File: config.mk
export PLATFORM = sky130hd
export DESIGN_NAME = port_rr_arbiter
export DESIGN_NICKNAME = d
export VERILOG_FILES = /design/src/rtl/port_rr_arbiter.sv
export SDC_FILE = /design/constraint.sdc
export NUM_CORES = 1
export LEC_CHECK = 0
export CORE_MARGIN = 2
export CORE_UTILIZATION = 32
export CTS_BUF_LIST = sky130_fd_sc_hd__clkbuf_16
export DETAILED_ROUTE_END_ITERATION = 12
export HOLD_SLACK_MARGIN = 0.1
export PLACE_DENSITY = 0.83
export SYNTH_ARGS = -nofsm -noshare
export SYNTH_HDL_FRONTEND = slang
export SYNTH_HIERARCHICAL = 1
export SYNTH_SLANG_ARGS = --single-unit
File: constraint.sdc
create_clock -name clk -period 1.74 [get_ports clk]
set_input_delay 0.261 -clock clk [delete_from_list [all_inputs] [get_ports clk]]
set_output_delay 0.261 -clock clk [all_outputs]
set_load 0.01 [all_outputs]
File: src/rtl/port_rr_arbiter.sv
// Round-robin arbiter sharing one valid/ready output port among N_REQ requesters.
// A grant lasts until the owner's last beat or HOLD_MAX beats, then priority rotates.

module port_rr_lane #(
  parameter int IW  = 2,
  parameter int IDX = 0
) (
  input  logic          busy,
  input  logic [IW-1:0] grant_id,
  input  logic          out_ready,
  output logic          ready
);
  assign ready = busy && (grant_id == IW'(IDX)) && out_ready;
endmodule

module port_rr_arbiter #(
  parameter int N_REQ    = 4,
  parameter int DATA_W   = 8,
  parameter int HOLD_MAX = 4,
  localparam int IW      = $clog2(N_REQ),
  localparam int CW      = $clog2(HOLD_MAX+1)
) (
  input  logic                    clk,
  input  logic                    rst_n,
  input  logic [N_REQ-1:0]        req_valid,
  input  logic [N_REQ*DATA_W-1:0] req_data,
  input  logic [N_REQ-1:0]        req_last,
  output logic [N_REQ-1:0]        req_ready,
  output logic                    out_valid,
  output logic [DATA_W-1:0]       out_data,
  output logic                    out_last,
  input  logic                    out_ready,
  output logic [IW-1:0]           grant_id,
  output logic                    busy
);

  typedef enum logic {IDLE, GRANT} state_e;

  state_e        state_q, state_d;
  logic [IW-1:0] grant_q, grant_d;
  logic [IW-1:0] rr_ptr_q, rr_ptr_d;
  logic [CW-1:0] beat_cnt_q, beat_cnt_d;
  logic          found;
  logic [IW-1:0] pick;
  logic          xfer;

  always_ff @(posedge clk or negedge rst_n) begin
    if (!rst_n) begin
      state_q    <= IDLE;
      grant_q    <= '0;
      rr_ptr_q   <= '0;
      beat_cnt_q <= '0;
    end else begin
      state_q    <= state_d;
      grant_q    <= grant_d;
      rr_ptr_q   <= rr_ptr_d;
      beat_cnt_q <= beat_cnt_d;
    end
  end

  assign busy     = (state_q == GRANT);
  assign grant_id = grant_q;

  // Each lane raises its ready only while it owns the port.
  for (genvar i = 0; i < N_REQ; i++) begin : g_lane
    port_rr_lane #(.IW(IW), .IDX(i)) u_lane (
      .busy      (busy),
      .grant_id  (grant_q),
      .out_ready (out_ready),
      .ready     (req_ready[i])
    );
  end

  assign out_valid = busy && req_valid[grant_q];
  assign out_data  = busy ? req_data[grant_q*DATA_W +: DATA_W] : '0;
  assign out_last  = out_valid && (req_last[grant_q] || (beat_cnt_q == CW'(HOLD_MAX-1)));
  assign xfer      = out_valid && out_ready;

  // First pending requester at or above rr_ptr, wrapping modulo N_REQ.
  always_comb begin : arb
    int idx;
    idx   = 0;
    found = 1'b0;
    pick  = rr_ptr_q;
    for (int k = 0; k < N_REQ; k++) begin
      idx = int'(rr_ptr_q) + k;
      if (idx >= N_REQ) idx = idx - N_REQ;
      if (!found && req_valid[idx]) begin
        found = 1'b1;
        pick  = IW'(idx);
      end
    end
  end

  always_comb begin
    state_d    = state_q;
    grant_d    = grant_q;
    rr_ptr_d   = rr_ptr_q;
    beat_cnt_d = beat_cnt_q;
    case (state_q)
      IDLE: begin
        if (found) begin
          state_d    = GRANT;
          grant_d    = pick;
          beat_cnt_d = '0;
        end
      end
      GRANT: begin
        if (xfer) begin
          beat_cnt_d = beat_cnt_q + 1'b1;
          if (out_last) begin
            state_d  = IDLE;
            rr_ptr_d = (grant_q == IW'(N_REQ-1)) ? '0 : grant_q + 1'b1;
          end
        end
      end
      default: state_d = IDLE;
    endcase
  end

endmodule

# ---- After elaboration in Yosys (flattened, before gate mapping)
# Index checks and enable logic that the tools add are counted.
dict set report op_classes {
  addsub 9
  order_cmp 9
  eq_ne 6
  shift 1
  n_mux 37
  bitwise 1
  n_reduce_logical 22
}
# op count
set op_table {}
lappend op_table {{$lt 32x4->1 const B} 4}
lappend op_table {{$mux 32} 4}
lappend op_table {{$shiftx 32x6->8} 1}
lappend op_table {{$mux 1} 17}
lappend op_table {{$logic_and 1x1->1} 14}
lappend op_table {{$bmux 1 s2} 6}
lappend op_table {{$sub 3x3->4 const B} 3}
lappend op_table {{$mux 2} 5}
lappend op_table {{$ge 3x3->1 const B} 3}
lappend op_table {{$mux 8} 1}
lappend op_table {{$add 2x2->3 const B} 2}
lappend op_table {{$mux 3} 2}
lappend op_table {{$pmux 3 s2} 1}
lappend op_table {{$eq 2x2->1 const B} 2}
lappend op_table {{$reduce_and 2->1} 2}
lappend op_table {{$sub 2x3->4 const B} 1}
lappend op_table {{$add 2x1->3 const B} 1}
lappend op_table {{$add 3x1->3 const B} 1}
lappend op_table {{$eq 3x2->1 const B} 1}
lappend op_table {{$ge 2x3->1 const B} 1}
lappend op_table {{$logic_not 1->1} 3}
lappend op_table {{$lt 2x3->1 const B} 1}
lappend op_table {{$reduce_and 3->1} 1}
lappend op_table {{$add 2x1->2 const B} 1}
lappend op_table {{7 further kinds} 7}
dict set report totals {
  regBits 8
  in_bits 43
  word_cells 89
}

# ---- Logic depth before layout (Yosys ltp)
dict set report logic_depth {
  ltp_word 17
  ltp_mapped 5
  ltp_nobuf 5
}

# ---- Cells and area by module
# Netlist, hierarchy kept.
# mod instances cells_each area_each_um2
set by_module_without_submodules {}
lappend by_module_without_submodules {port_rr_arbiter 1 76 830.8}
lappend by_module_without_submodules {{port_rr_lane (g_lane[1].u_lane ...)} 2 1 10.0}
lappend by_module_without_submodules {{port_rr_lane (g_lane[0].u_lane)} 1 1 12.5}
lappend by_module_without_submodules {{port_rr_lane (g_lane[3].u_lane)} 1 1 8.8}

# ---- Worst setup path after synthesis
# OpenSTA, ideal clock, no wires.
dict set report synth_timing {
  path_type {flip-flop to output port}
  startpoint {register grant_q[0] (netlist: grant_id[0])}
  endpoint {output port out_data[3]}
  t_arrival_ps 1569
  slack_ps -90
  path_stages_with_launch 5
  n_path_buf 2
  cell_sequence {dfrtp_1 buf_4 buf_2 mux4_2 and2_1}
}
dict set report synth_between {
  elab_chain_len 2
}
# item line
set synth_rtl {}
lappend synth_rtl {{from (decl)} 40} ;# logic [IW-1:0] grant_q, grant_d;
lappend synth_rtl {{from (signal assigned)} 55} ;# grant_q <= grant_d;
lappend synth_rtl {{$shiftx 32x6->8} 75} ;# assign out_data = busy ? req_data[grant_q*DATA_W +: DATA_W] : '0;
lappend synth_rtl {{$mux 8} 75}
lappend synth_rtl {{to (decl)} 30} ;# output logic [DATA_W-1:0] out_data,
# Every way passes these cells.

# ---- Worst setup path in the final report
dict set report layout_timing {
  startpoint {register grant_q[0] (netlist: grant_id[0])}
  endpoint {output port out_data[1]}
}
# The elaborated chain is that of the path after synthesis.

==> flow_summary.ini <==
[floorplanning]
initial_core_utilization_pct = 34.6
die_height_microns = 56.2
die_x_microns = 56.2
ioPinCount = 60
fp-row-count = 18
placeableCoreArea_sq_um = 2520
die_area_sq_um = 3160

[power]
ir_drop_mv = 1.20
leakage_power_of_the_design_uw = 0.000804
p_total_uw = 2660
powerDensity_nw_per_um2 = 1490

[setup_path]
crit_arrival_ps = 1600
timing.critical_path.buf_inv = 3
critical_path.top_delay_family = multiplexers
element_type_at_the_critical_path_start = flop
critical-path-slowest-cell = sky130_fd_sc_hd__mux4_2
cp_max_fo = 8
critical_path.endpoint_type = output port
required_ps = 1480
crit_path_max_incr_delay_ps = 490
crit_chain = buf_12, buf_4, mux4_2, and2_4, buf_6
critPathKind = reg2out

[synthesis]
yosys_warnings = 6
postSynth.topFlopCell = sky130_fd_sc_hd__dfrtp_1
synth_area_per_cell_sq_um = 10.9
post_synth_instance_area_sq_um = 872
synth-seq-area-share_pct = 23.0
synth_nets = 126
synth_edf_count = 0
yosys.cell_types.count = 33
synthArstFlopShare_pct = 100
postSynthRegisterBits = 8
syn-instance-count = 80

[finish]
fill_cells = 190
n_antenna_cell = 0
net_count_reported_at_finish = 213
layout-drive-gt1-share_pct = 41.2
syn2layout_area_growth_pct = 105
post_route_standard_cell_area_excluding_fillers_sq_um = 1790

[outcome]
outcome = finished with violations
failing_checks = negative setup slack

[clocking]
clock_sink_total = 8
cts.reportedPaths.clkPinSlew_ps = 40
number_of_buffers_inserted_during_clock_tree_synthesis = 3
worstSkewPairLatency_ps = 230
tritoncts = yes
clockBufferDepth = 2
clock_tree_root = sky130_fd_sc_hd__clkbuf_16
cts_max_level = 1

[global_routing]
grt_first_pass_wirelength_microns = 4910
antenna_found_initial = 0
gr-total-overflow = 0
first_global_vias = 1059
grt_max_degree = 16
grt_use_total_pct = 19.6

[sta]
timing_worst_slew_pin_value_ps = 369
min_period_ps = 1860
timing.fmax_mhz = 537
timing.final.setup_violations = 9
setup_repair_after_global_routing_missed_its_margin = true
slew_headroom_pct = 75.3
final.period_utilization_pct = 107
timing.clock.skew_ps = 0.521
finalWorstSetupSlack_ps = -123
finalMaxSlewViolations = 0
finalHoldViolations = 0

[detailed_routing]
drt_iter0_drc = 29
drc_errors = 0
detail_route.vias_per_cell = 5.22
routed-via-count = 1017
drt_first_pass_iters = 4
ant_nets = 0
wl_microns = 3080
dr_wl_cell_microns = 15.8

[placement]
post_dp_cell_area_sq_um = 1620
io_buffers = 59
hpwl_microns = 2250
gp_routability_congestion = 0.795
dp_worst_setup_slack_ps = -314

[job]
cap_viol_max_count = 0

[hold_path]
timing.hold.worst.class = in2async
[layout make-up]
cell class	instances	area [sq um]	area share, %
clock buffer	3	75.1	4.20
inverter	2	7.51	0.420
multi-input combinational	66	674	37.7
sequential	8	201	11.3
tap	30	37.5	2.10
timing repair buffer	86	791	44.3
[power by group]
part	internal [uW]	leakage [uW]	total, uW	switching, uW
combinational	1170	0.000673	1890	722
clock	296	0.0000370	381	85.6
sequential	277	0.0000937	389	112
[cells in the mapped netlist, types with 2 or more instances]
library cell | n | share of area [%]
sky130_fd_sc_hd__a21oi_1 | 4 | 2.3
sky130_fd_sc_hd__and2_1 | 8 | 5.7
sky130_fd_sc_hd__and4b_1 | 2 | 2.3
sky130_fd_sc_hd__buf_4 | 2 | 1.7
sky130_fd_sc_hd__dfrtp_1 | 8 | 23
sky130_fd_sc_hd__ha_1 | 3 | 4.3
sky130_fd_sc_hd__inv_1 | 2 | 0.86
sky130_fd_sc_hd__mux2_2 | 2 | 2.6
sky130_fd_sc_hd__mux2_4 | 2 | 3.4
sky130_fd_sc_hd__mux2i_1 | 3 | 3.4
sky130_fd_sc_hd__mux4_2 | 8 | 21
sky130_fd_sc_hd__nand2_1 | 8 | 3.4
sky130_fd_sc_hd__nor2_1 | 3 | 1.3
sky130_fd_sc_hd__nor2b_1 | 2 | 1.4
sky130_fd_sc_hd__o21ai_0 | 4 | 2.3
sky130_fd_sc_hd__o22ai_1 | 2 | 1.4
[sequential cells by signal, indices dropped and copies added, names as in the netlist]
register	flops
grant_id	2
busy	1
beat_cnt_q	3
rr_ptr_q	2
[cell families (layout without fill, tap and decap cells)]
logic type               after synthesis  after routing  synth area share [%]
adder cells (fa/ha/maj)                3              3                  4.30
buffers and inverters                  6             91                  3.59
multiplexers                          15             15                  30.1
AO/OA/AOI/OAI                         17             17                  17.2
flip-flops                             8              8                  23.0
AND/OR/NAND/NOR                       31             31                  21.8
[metrics by stage]
stage | TNS, ps | hold WS (ps) | cells | utilization (%)
floorplan | 0 | -34.6 | 80 | -
global placement | -3280 | 520 | 183 | 64.4
detailed placement | -3900 | 544 | 183 | 64.4
CTS | -748 | 317 | 192 | 68.0
global route | -1280 | 351 | 195 | 70.8
finish | -823 | 315 | 195 | 70.8
[per-layer routing]
layer / global-route usage (%) / vias up / part of all wire, % / wire length (microns)
met1: 20.8 / 485 / 37 / 1130
met3: 5.81 / 6 / 7.1 / 218
met5: 0 / - / 0 / 0
met4: 6.46 / 0 / 1.8 / 54
met2: 36.6 / 42 / 54 / 1680
li1: - / 484 / - / -
[placed cells by master (no fill, tap or decap), types with 2 or more instances in the layout]
master / instances
sky130_fd_sc_hd__a21oi_1: 4
sky130_fd_sc_hd__and2_1: 2
sky130_fd_sc_hd__and2_4: 6
sky130_fd_sc_hd__and4b_1: 2
sky130_fd_sc_hd__buf_2: 3
sky130_fd_sc_hd__buf_4: 24
sky130_fd_sc_hd__buf_6: 8
sky130_fd_sc_hd__clkbuf_16: 3
sky130_fd_sc_hd__clkbuf_2: 3
sky130_fd_sc_hd__clkdlybuf4s50_1: 44
sky130_fd_sc_hd__dfrtp_1: 7
sky130_fd_sc_hd__dlygate4sd2_1: 2
sky130_fd_sc_hd__ha_2: 2
sky130_fd_sc_hd__inv_1: 2
sky130_fd_sc_hd__mux2_4: 4
sky130_fd_sc_hd__mux2i_1: 3
sky130_fd_sc_hd__mux4_2: 8
sky130_fd_sc_hd__nand2_1: 8
sky130_fd_sc_hd__nor2_1: 3
sky130_fd_sc_hd__nor2b_1: 2
sky130_fd_sc_hd__o21ai_0: 3
sky130_fd_sc_hd__o22ai_1: 2
[worst paths after layout]
path	cells past startpoint	startpoint	end	slack (ps)
max	5	grant_id[0]	out_data[1]	-120
min	1	rst_n	rr_ptr_q[0]	320
max reg2reg	4	grant_id[1]	rr_ptr_q[1]	20
min reg2reg	2	beat_cnt_q[1]	beat_cnt_q[1]	550
max in group asynchronous	1	rst_n	grant_id[1]	1140
min in group clk	2	beat_cnt_q[1]	beat_cnt_q[1]	550
[what timing repair did]
action / in CTS / in global routing
gates resized for setup: 49 / 21
setup buffers: 6 / 4
gates cloned: 0 / 0
hold buffers: 0 / 0
endpoints found under the hold margin: 0 / 0
setup endpoints to repair: 16 / 17
pin swaps: 9 / 2
No activity file was read; power rests on OpenSTA's default activity.
